### src/rtl/fp_sub_pkg.sv
// rtl/fp_sub_pkg.sv - shared widths, constants, FSM states and operand classes for fp_subtractor_seq
package fp_sub_pkg;

    localparam int EXP_W  = 8;
    localparam int MANT_W = 23;
    localparam int EXT_W  = 28;
    localparam int BIAS   = 127;

    localparam logic [31:0] QNAN = 32'h7FC00000;

    typedef enum logic [2:0] {
        S_IDLE,
        S_UNPACK,
        S_ALIGN,
        S_ADD,
        S_NORM,
        S_ROUND,
        S_DONE
    } state_t;

    typedef enum logic [2:0] {
        CLS_ZERO,
        CLS_SUB,
        CLS_NORMAL,
        CLS_INF,
        CLS_NAN
    } op_class_t;

    // Classify one IEEE-754 single-precision word.
    function automatic op_class_t classify(input logic [31:0] w);
        if (w[30:23] == 8'hFF) begin
            return (w[22:0] != 23'd0) ? CLS_NAN : CLS_INF;
        end else if (w[30:23] == 8'h00) begin
            return (w[22:0] != 23'd0) ? CLS_SUB : CLS_ZERO;
        end else begin
            return CLS_NORMAL;
        end
    endfunction

endpackage

### src/rtl/fp_unpack.sv
// rtl/fp_unpack.sv - field split, operand classification and magnitude swap
module fp_unpack
    import fp_sub_pkg::*;
(
    input  logic [31:0]      x_word,
    input  logic [31:0]      y_word,
    output op_class_t        x_cls,
    output op_class_t        y_cls,
    output logic             l_sign,
    output logic             s_sign,
    output logic [EXP_W-1:0] l_exp,
    output logic [MANT_W:0]  l_mant,
    output logic [MANT_W:0]  s_mant,
    output logic [4:0]       diff
);

    logic             x_ge;
    logic [31:0]      l_word;
    logic [31:0]      s_word;
    logic [EXP_W-1:0] s_exp;
    logic [EXP_W-1:0] diff_full;

    // Put the larger magnitude in the "l" slot; subnormals/zeros use exponent 1 with no hidden bit.
    always_comb begin
        x_cls     = classify(x_word);
        y_cls     = classify(y_word);
        x_ge      = (x_word[30:0] >= y_word[30:0]);
        l_word    = x_ge ? x_word : y_word;
        s_word    = x_ge ? y_word : x_word;
        l_sign    = l_word[31];
        s_sign    = s_word[31];
        l_exp     = (l_word[30:23] == 8'h00) ? 8'd1 : l_word[30:23];
        s_exp     = (s_word[30:23] == 8'h00) ? 8'd1 : s_word[30:23];
        l_mant    = {(l_word[30:23] != 8'h00), l_word[22:0]};
        s_mant    = {(s_word[30:23] != 8'h00), s_word[22:0]};
        diff_full = l_exp - s_exp;
        diff      = (diff_full > 8'd27) ? 5'd27 : diff_full[4:0];
    end

endmodule

### src/rtl/fp_subtractor_seq.sv
// rtl/fp_subtractor_seq.sv - multi-cycle IEEE-754 single subtractor x - y; FP_SUB_RNE_ROUND_EN selects round-to-nearest-even
module fp_subtractor_seq
    import fp_sub_pkg::*;
#(
    parameter int ALIGN_STEP = 8,
    parameter int NORM_STEP  = 1
) (
    input  logic        clk,
    input  logic        rst,
    input  logic        in_valid,
    output logic        in_ready,
    input  logic [31:0] x,
    input  logic [31:0] y,
    output logic        out_valid,
    input  logic        out_ready,
    output logic [31:0] result,
    output logic        overflow,
    output logic        busy
);

    localparam logic [4:0] A_STEP = 5'(ALIGN_STEP);

    state_t           state;
    logic [31:0]      x_r;
    logic [31:0]      ny_r;
    logic             sign_r;
    logic             eff_sub;
    logic [9:0]       exp_r;
    logic [EXT_W-1:0] a_m;
    logic [EXT_W-1:0] b_m;
    logic [4:0]       d_r;

    op_class_t        x_cls;
    op_class_t        y_cls;
    logic             l_sign;
    logic             s_sign;
    logic [EXP_W-1:0] l_exp;
    logic [MANT_W:0]  l_mant;
    logic [MANT_W:0]  s_mant;
    logic [4:0]       diff;

    logic [4:0]       align_sh;
    logic [EXT_W-1:0] align_mask;
    logic [EXT_W-1:0] align_b;
    logic [EXT_W-1:0] sum;
    logic [EXT_W-1:0] norm_m;
    logic [9:0]       norm_e;
    logic             rnd_up;
    logic [24:0]      rnd_sum;
    logic [9:0]       rnd_e;
    logic [22:0]      rnd_frac;
    logic             rnd_hid;

    assign in_ready = (state == S_IDLE);
    assign busy     = (state != S_IDLE);

    fp_unpack u_unpack (
        .x_word (x_r),
        .y_word (ny_r),
        .x_cls  (x_cls),
        .y_cls  (y_cls),
        .l_sign (l_sign),
        .s_sign (s_sign),
        .l_exp  (l_exp),
        .l_mant (l_mant),
        .s_mant (s_mant),
        .diff   (diff)
    );

    // One alignment step: shift B right, folding every lost bit into the sticky bit.
    always_comb begin
        align_sh   = (d_r > A_STEP) ? A_STEP : d_r;
        align_mask = (28'd1 << align_sh) - 28'd1;
        align_b    = (b_m >> align_sh) | {27'd0, |(b_m & align_mask)};
    end

    // Magnitude add, or A - B when effective signs differ (A is never smaller than B).
    always_comb begin
        sum = eff_sub ? (a_m - b_m) : (a_m + b_m);
    end

    // One left-normalisation step of up to NORM_STEP bits, never taking the exponent below 1.
    always_comb begin
        norm_m = a_m;
        norm_e = exp_r;
        for (int i = 0; i < NORM_STEP; i++) begin
            if (!norm_m[26] && (norm_e > 10'd1)) begin
                norm_m = norm_m << 1;
                norm_e = norm_e - 10'd1;
            end
        end
    end

`ifdef FP_SUB_RNE_ROUND_EN
    assign rnd_up = a_m[2] & (a_m[1] | a_m[0] | a_m[3]);
`else
    assign rnd_up = 1'b0;
`endif

    // Apply the rounding increment and renormalise if the mantissa carries out.
    always_comb begin
        rnd_sum  = {1'b0, a_m[26:3]} + {24'd0, rnd_up};
        rnd_e    = rnd_sum[24] ? (exp_r + 10'd1) : exp_r;
        rnd_frac = rnd_sum[24] ? rnd_sum[23:1] : rnd_sum[22:0];
        rnd_hid  = rnd_sum[24] | rnd_sum[23];
    end

    // Control FSM with registered datapath and outputs.
    always_ff @(posedge clk) begin
        if (rst) begin
            state     <= S_IDLE;
            out_valid <= 1'b0;
            result    <= 32'd0;
            overflow  <= 1'b0;
            x_r       <= 32'd0;
            ny_r      <= 32'd0;
            sign_r    <= 1'b0;
            eff_sub   <= 1'b0;
            exp_r     <= 10'd0;
            a_m       <= '0;
            b_m       <= '0;
            d_r       <= 5'd0;
        end else begin
            case (state)
                S_IDLE: begin
                    if (in_valid) begin
                        x_r   <= x;
                        ny_r  <= {~y[31], y[30:0]};
                        state <= S_UNPACK;
                    end
                end
                S_UNPACK: begin
                    if (x_cls == CLS_NAN || y_cls == CLS_NAN ||
                        (x_cls == CLS_INF && y_cls == CLS_INF && x_r[31] != ny_r[31])) begin
                        result    <= QNAN;
                        overflow  <= 1'b0;
                        out_valid <= 1'b1;
                        state     <= S_DONE;
                    end else if (x_cls == CLS_INF || y_cls == CLS_INF) begin
                        result    <= {l_sign, 8'hFF, 23'd0};
                        overflow  <= 1'b0;
                        out_valid <= 1'b1;
                        state     <= S_DONE;
                    end else begin
                        sign_r  <= l_sign;
                        eff_sub <= l_sign ^ s_sign;
                        exp_r   <= {2'b00, l_exp};
                        a_m     <= {1'b0, l_mant, 3'b000};
                        b_m     <= {1'b0, s_mant, 3'b000};
                        d_r     <= diff;
                        state   <= (diff != 5'd0) ? S_ALIGN : S_ADD;
                    end
                end
                S_ALIGN: begin
                    b_m <= align_b;
                    d_r <= d_r - align_sh;
                    if (d_r == align_sh) begin
                        state <= S_ADD;
                    end
                end
                S_ADD: begin
                    a_m <= sum;
                    if (sum == '0) begin
                        sign_r <= 1'b0;
                        state  <= S_ROUND;
                    end else if (sum[27] || (!sum[26] && exp_r > 10'd1)) begin
                        state <= S_NORM;
                    end else begin
                        state <= S_ROUND;
                    end
                end
                S_NORM: begin
                    if (a_m[27]) begin
                        a_m   <= {1'b0, a_m[27:2], a_m[1] | a_m[0]};
                        exp_r <= exp_r + 10'd1;
                        state <= S_ROUND;
                    end else begin
                        a_m   <= norm_m;
                        exp_r <= norm_e;
                        if (norm_m[26] || norm_e == 10'd1) begin
                            state <= S_ROUND;
                        end
                    end
                end
                S_ROUND: begin
                    if (rnd_e >= 10'd255) begin
                        result   <= {sign_r, 8'hFF, 23'd0};
                        overflow <= 1'b1;
                    end else begin
                        result   <= {sign_r, (rnd_hid ? rnd_e[7:0] : 8'h00), rnd_frac};
                        overflow <= 1'b0;
                    end
                    out_valid <= 1'b1;
                    state     <= S_DONE;
                end
                S_DONE: begin
                    if (out_ready) begin
                        out_valid <= 1'b0;
                        state     <= S_IDLE;
                    end
                end
                default: state <= S_IDLE;
            endcase
        end
    end

endmodule

### config.mk
export PLATFORM = sky130hd
export DESIGN_NAME = fp_subtractor_seq
export DESIGN_NICKNAME = d
export VERILOG_FILES = /design/src/rtl/fp_sub_pkg.sv /design/src/rtl/fp_unpack.sv /design/src/rtl/fp_subtractor_seq.sv
export SDC_FILE = /design/constraint.sdc
export NUM_CORES = 1
export LEC_CHECK = 0
export BUFFER_PORTS_ARGS = -buffer_cell sky130_fd_sc_hd__buf_4
export CAP_MARGIN = 30
export CORE_MARGIN = 10
export CORE_UTILIZATION = 40
export DETAILED_ROUTE_END_ITERATION = 8
export SYNTH_ARGS = -nofsm -noshare
export SYNTH_HDL_FRONTEND = slang
export SYNTH_SLANG_ARGS = --single-unit
### constraint.sdc
create_clock -name clk -period 14.7 [get_ports clk]
set_input_delay 0.735 -clock clk [delete_from_list [all_inputs] [get_ports clk]]
set_output_delay 0.735 -clock clk [all_outputs]
set_load 0.05 [all_outputs]
-- After elaboration in Yosys (flattened, before gate mapping)
Index checks and enable logic that the tools add are counted.
- $add $sub $neg: 7
- multipliers: 0
- div/mod/pow operators: 0
- magnitude comparators: 5
- equal/unequal tests: 24
- shift-type cells: 2
- muxes and demuxes: 59
- bitwise logic cells: 7
- reduce and logical (&&, ||, !) cells: 40
- operator list (operator ; number):
    $mux 28 ; 7
    $mux 32 ; 4
    $pmux 28 s3 ; 1
    $pmux 32 s2 ; 1
    $pmux 28 s2 ; 1
    $reduce_bool 23->1 ; 2
    $mux 10 ; 4
    $mux 3 ; 13
    $logic_not 8->1 ; 4
    $ge 31x31->1 ; 1
    $mux 31 ; 1
    $add 28x28->28 ; 1
    $and 28x28->28 ; 1
    $logic_not 28->1 ; 1
    $or 28x1->28 ; 1
    $reduce_or 28->1 ; 1
    $shl 1x5->28 const A ; 1
    $shr 28x5->28 ; 1
    $sub 28x1->28 const B ; 1
    $sub 28x28->28 ; 1
    $mux 8 ; 3
    $pmux 3 s7 ; 1
    $mux 5 ; 4
    $pmux 10 s2 ; 1
    other kinds (35) ; 87
- register bits: 174
- bits in latches: 0
- memory bits (writable): 0
- ROM bits: 0
- input bits: 68
- output and inout port bits: 36
- logic and storage cells: 157
- memories: 0

-- Logic depth before layout (Yosys ltp)
- word-level depth: 12
- mapped depth: 23

-- Cells and area by module
Synthesis repeated with hierarchy kept, for this count alone.
- cells, all modules: 1805
- area, all modules: 13598.0 um^2
- by module, submodules not included (module ; times used ; cells each ; area an instance (um^2) ; sequential area each (um^2)):
    fp_subtractor_seq ; 1 ; 1541 ; 11456.0 ; 3483.3
    fp_unpack ; 1 ; 264 ; 2142.1 ; 0.0

-- Least setup slack after synthesis
OpenSTA, ideal clock, no wires.
- path kind: flip-flop to flip-flop
- from: register x_r[0]
- to: register state[0]
- setup time: 0.060 ns
- data arrival time: 4.935 ns
- data required time: 14.640 ns
- path slack: 9.705 ns
- cell stages (with the launch flop): 23
- buffers on the path: 2
- clock period less this slack: 4.995 ns
- path through: dfxtp_1 -> inv_1 -> ha_1 -> nand2b_1 -> a31oi_1 -> o21ai_0 -> o31ai_1 -> a211o_1 -> a21oi_1 -> clkbuf_1 -> buf_1 -> mux2i_1 -> ha_1 -> nor2b_1 -> o21ai_0 -> a21oi_1 -> or3_1 -> nor4_1 -> a31oi_1 -> mux2_2 -> o41ai_1 -> o211a_1 -> o41a_1
- cells in the longest elaborated chain, start to end: 12
- elaborated cells on any way between the ends: 27
- RTL lines (item ; line ; text):
    start: declaration ; fp_subtractor_seq.sv:24 ; logic [31:0] x_r;
    start signal: assignment ; fp_subtractor_seq.sv:115 ; x_r <= 32'd0;
    start signal: assignment ; fp_subtractor_seq.sv:127 ; x_r <= x;
    $ge 31x31->1 ; fp_unpack.sv:27 ; x_ge = (x_word[30:0] >= y_word[30:0]);
    $mux 32 (on tied branches) ; fp_unpack.sv:28, fp_unpack.sv:29 ;
    $logic_not 8->1 (on tied branches) ; fp_unpack.sv:32, fp_unpack.sv:33 ;
    $mux 8 (on tied branches) ; fp_unpack.sv:32, fp_unpack.sv:33 ;
    $sub 8x8->8 ; fp_unpack.sv:36 ; diff_full = l_exp - s_exp;
    $gt 8x5->1 ; fp_unpack.sv:37 ; diff = (diff_full > 8'd27) ? 5'd27 : diff_full[4:0];
    $mux 5 ; fp_unpack.sv:37 ;
    $reduce_bool 5->1 ; fp_subtractor_seq.sv:151 ; state <= (diff != 5'd0) ? S_ALIGN : S_ADD;
    $mux 1 ; fp_subtractor_seq.sv:151 ;
    $mux 3 ; fp_subtractor_seq.sv:139 ; end else if (x_cls == CLS_INF || y_cls == CLS_INF) begin
    $mux 3 * ; fp_subtractor_seq.sv:133 ; if (x_cls == CLS_NAN || y_cls == CLS_NAN ||
    $pmux 3 s7 * ; fp_subtractor_seq.sv:124 ; case (state)
    end signal: assignment ; fp_subtractor_seq.sv:151 ;
    end: declaration ; fp_subtractor_seq.sv:23 ; state_t state;
Every way passes the cells marked *; elsewhere a longest branch is shown, timed or not.
A chain may end at the register's enable or synchronous reset.

-- Worst setup path after layout
- from: register ny_r[28]
- to: register state[0]
- cells in the longest elaborated chain, start to end: 12
- elaborated cells on any way between the ends: 26
- RTL lines (item ; line ; text):
    start: declaration ; fp_subtractor_seq.sv:25 ; logic [31:0] ny_r;
    start signal: assignment ; fp_subtractor_seq.sv:128 ; ny_r <= {~y[31], y[30:0]};
    $ge 31x31->1 ; fp_unpack.sv:27 ;
    $mux 32 (on tied branches) ; fp_unpack.sv:28, fp_unpack.sv:29 ;
    $logic_not 8->1 (on tied branches) ; fp_unpack.sv:32, fp_unpack.sv:33 ;
    $mux 8 (on tied branches) ; fp_unpack.sv:32, fp_unpack.sv:33 ;
    $sub 8x8->8 ; fp_unpack.sv:36 ;
    $gt 8x5->1 ; fp_unpack.sv:37 ;
    $mux 5 ; fp_unpack.sv:37 ;
    $reduce_bool 5->1 ; fp_subtractor_seq.sv:151 ;
    $mux 1 ; fp_subtractor_seq.sv:151 ;
    $mux 3 ; fp_subtractor_seq.sv:139 ;
    $mux 3 * ; fp_subtractor_seq.sv:133 ;
    $pmux 3 s7 * ; fp_subtractor_seq.sv:124 ;
Marked as above.

==> flow_summary_export.csv <==
group,metric,value,unit
yosys,syn_area,13100,sq um
cts,clk_pin_slew,0.08,ns
grt,antenna_found_initial,1,
cells_and_area,area_growth_syn_to_layout,12.3,%
cts,cts-root-buf,"clkbuf_16",
setup_path,cp-startpoint,"ny_r[28]",
yosys,synth-edff-count,0,
die,fp.dieH,201,um
die,io_pins,104,
die,initial_utilization,40.4,%
setup_path,arrival,6.18,ns
drt,drt-initial-drc-count,1355,
drt,vias,13492,
setup_path,crit_fanout,54,
cells_and_area,finalNonFillerCells,2295,
grt,grt_use_total,21.6,%
drt,via_per_inst,5.88,
die,rows,66,
drt,wirelength,45400,um
setup_path,cp_num_buf_inv,2,
timing,slew_headroom,32.1,%
yosys,ys_types,72,
grt,grt_max_degree,66,
grt,grt_pass1_vias,12693,
cts,cts_buffer_depth,2,
yosys,syn-num-nets,1975,
die,die_x,201,um
yosys,ys.flop_type,"dfxtp_1",
cts,cts_resized,0,
timing,finalSetupTns,0,ns
worst_hold_path,min_from,"y[31]",
timing,fin_crit_sh,39.3,%
place,dpl.hpwl,34400,um
place,gp_congestion,0.953,
drt,drtAntennaViolNets,0,
setup_path,reg2regPathDepth,22,
yosys,ys_seq_elements,174,
setup_path,critPathKind,"reg2reg",
cts,numClockSinks,174,
yosys,syn_area_per_cell,7.14,sq um
drt,routedWlPerCell,19.8,um
setup_path,cpMaxStageDelayCell,"a2111oi_0",
timing,max_freq,173,MHz
flow_run,max_cap_viol_count,0,
worst_hold_path,whs_path_depth,2,
cts,cts_setup_buffers,0,
drt,drcViolationCount,0,
cts,cts_made_buffers,17,
yosys,seq_area_frac_synth,26.6,%
cts,hold_buffers,0,
worst_hold_path,worstHoldPathType,"in2reg",
yosys,yosysWarnings,0,
timing,grt_setup_unrepaired,"no",
timing,setup_viol_count_final,0,
cells_and_area,drive_gt1_share,10.5,%
place,post-place-cells,2263,
die,core_area,32500,sq um
cts,cts_tree,"done",
setup_path,crit_family,"compound AO/OA/AOI/OAI gates",
cts,h-tree-depth,4,
timing,whs,0.461,ns
timing,hold_viol_final,0,
timing,tightest_slew,1.01,ns
grt,gr-total-overflow,0,
setup_path,cpPeakStageDelay,0.75,ns
die,die-area,40400,sq um
yosys,async_flop_share,0,%
setup_path,endpoint_kind,"flip-flop",
run_status,status,"completed",
setup_path,crit_chain,"inv_1 -> ha_1 -> a21o_1 -> a21o_1 -> a21oi_1 -> o21ai_0 -> a2111oi_0 -> a21oi_4 -> buf_4 -> mux2_2 -> ha_1 -> fa_1 -> nor2b_1 -> o21ai_0 -> nand2b_1 -> a31oi_1 -> nor4_1 -> a31oi_1 -> mux2_2 -> o41ai_1 -> o211a_1 -> o41a_1",
yosys,synthCells,1834,
timing,slew_viol_final,0,
setup_path,path_depth,22,
cells_and_area,nNetsFinal,1982,
timing,clock_skew,0.0166,ns
grt,grt_pass1_wl,71200,um
cts,clk_latency,0.46,ns
drt,dr.pass1.iters,9,
setup_path,timing.rr.start,"ny_r[28]",
timing,fin_crit,5.78,ns
setup_path,cp_data_required_time,15.10,ns
setup_path,crit_path_start_kind,"flip-flop",
cells_and_area,diodes,0,
place,portBuffers,103,
[cell usage in the layout, fill, tap and decap left out, drive strengths merged, types with 13 or more instances in the layout]
master | netlist | routed
nand4 | 18 | 18
nor2 | 214 | 214
nor4 | 28 | 28
mux2i | 97 | 97
a31oi | 36 | 36
dfxtp | 174 | 174
a21oi | 226 | 226
a22oi | 30 | 30
buf | 11 | 128
o21ai | 91 | 91
ha | 71 | 71
inv | 63 | 65
and3 | 15 | 15
a21o | 25 | 25
a221oi | 18 | 18
nor3 | 44 | 44
nand2 | 272 | 272
o22ai | 19 | 19
xnor2 | 49 | 49
clkbuf | 129 | 18
nand2b | 13 | 13
nand3 | 18 | 18
a211oi | 24 | 24
[through the flow]
stage          utilization, %  setup WS [ns]  cell area [sq um]
2_1_floorplan               -           9.71              13100
5_1_grt                  45.3           8.49              14700
3_3_place_gp             43.4           9.14              14100
3_5_place_dp             43.5           9.01              14100
4_1_cts                  45.3           8.95              14700
6_report                 45.3           8.92              14700
[state kept, by name, indices dropped and copies added, names as in the netlist]
register   flops
a_m           28
b_m           28
d_r            5
eff_sub        1
exp_r         10
ny_r          32
out_valid      1
overflow       1
result        32
sign_r         1
state          3
x_r           32
[synthesized netlist by cell type, types with 8 or more instances]
cell      instances  share of area [%]
and3_1           11               0.53
o221ai_1         12               0.80
nor4_1           28                1.3
clkbuf_1        128                3.7
nand3_1          18               0.69
buf_1            10               0.29
ha_1             71                6.8
a22oi_1          30                1.7
a21oi_1         226                8.6
a31oi_1          36                1.7
nand2b_1         13               0.62
nand2_1         272                7.8
nor2b_1           9               0.43
a221oi_1         18                1.2
nor3_1           44                1.7
a211o_1           9               0.60
nor2_1          214                6.1
inv_1            62                1.8
or3_1            11               0.53
a21o_1           24                1.4
a211oi_1         24                1.4
xor2_1           10               0.67
nand4_1          18               0.86
dfxtp_1         174                 27
mux2i_1          97                7.4
xnor2_1          49                3.3
o21ai_0          90                3.4
nand3b_1          8               0.46
and2_1            8               0.38
o22ai_1          19               0.91
[kinds of logic (layout without fill, tap and decap cells)]
family                   after synthesis  after routing  synth area share (%)
AND/OR/NAND/NOR                      677            677                  22.9
AO/OA/AOI/OAI                        545            545                  25.8
buffers and inverters                203            222                  5.89
other                                  1              1                0.0286
XOR/XNOR                              59             59                  3.95
flip-flops                           174            174                  26.6
adder cells (fa/ha/maj)               73             73                  7.09
multiplexers                         102            102                  7.84
[final timing paths]
kind	to	slack, ns
max	state[0]	8.92
min	ny_r[31]	0.46
min reg2reg	overflow	0.48
max reg2reg	state[0]	8.92
[worst register-to-register path: stages (launching register included)]
cell       delay, ns
dfxtp_1         0.41
inv_1           0.09
ha_1            0.32
a21o_1          0.18
a21o_1          0.16
a21oi_1         0.13
o21ai_0         0.16
a2111oi_0       0.75
a21oi_4         0.11
buf_4           0.35
mux2_2          0.40
ha_1            0.23
fa_1            0.41
nor2b_1         0.12
o21ai_0         0.08
nand2b_1        0.11
a31oi_1         0.15
nor4_1          0.30
a31oi_1         0.07
mux2_2          0.35
o41ai_1         0.52
o211a_1         0.20
o41a_1          0.13
[metal layers]
layer	vias to the layer above	global-route usage, %	part of all wire, %
met1	6360	29.5	46
met4	0	6.55	2.4
met5	-	0	0
met3	68	4.24	6.9
met2	491	33.6	44
li1	6573	-	-
[cell type report]
type / instances / area, sq um
flip-flops and latches: 174 / 3480
multi-input cells: 1457 / 8870
clock buffers: 18 / 429
repair buffers: 128 / 993
clock inverters: 13 / 143
well taps: 442 / 553
inverters: 63 / 236
fillers: 3331 / 17700
Power is left out: the tool's default activity adds up to more than one toggle a clock period on the data nets, which glitch-free logic cannot reach.
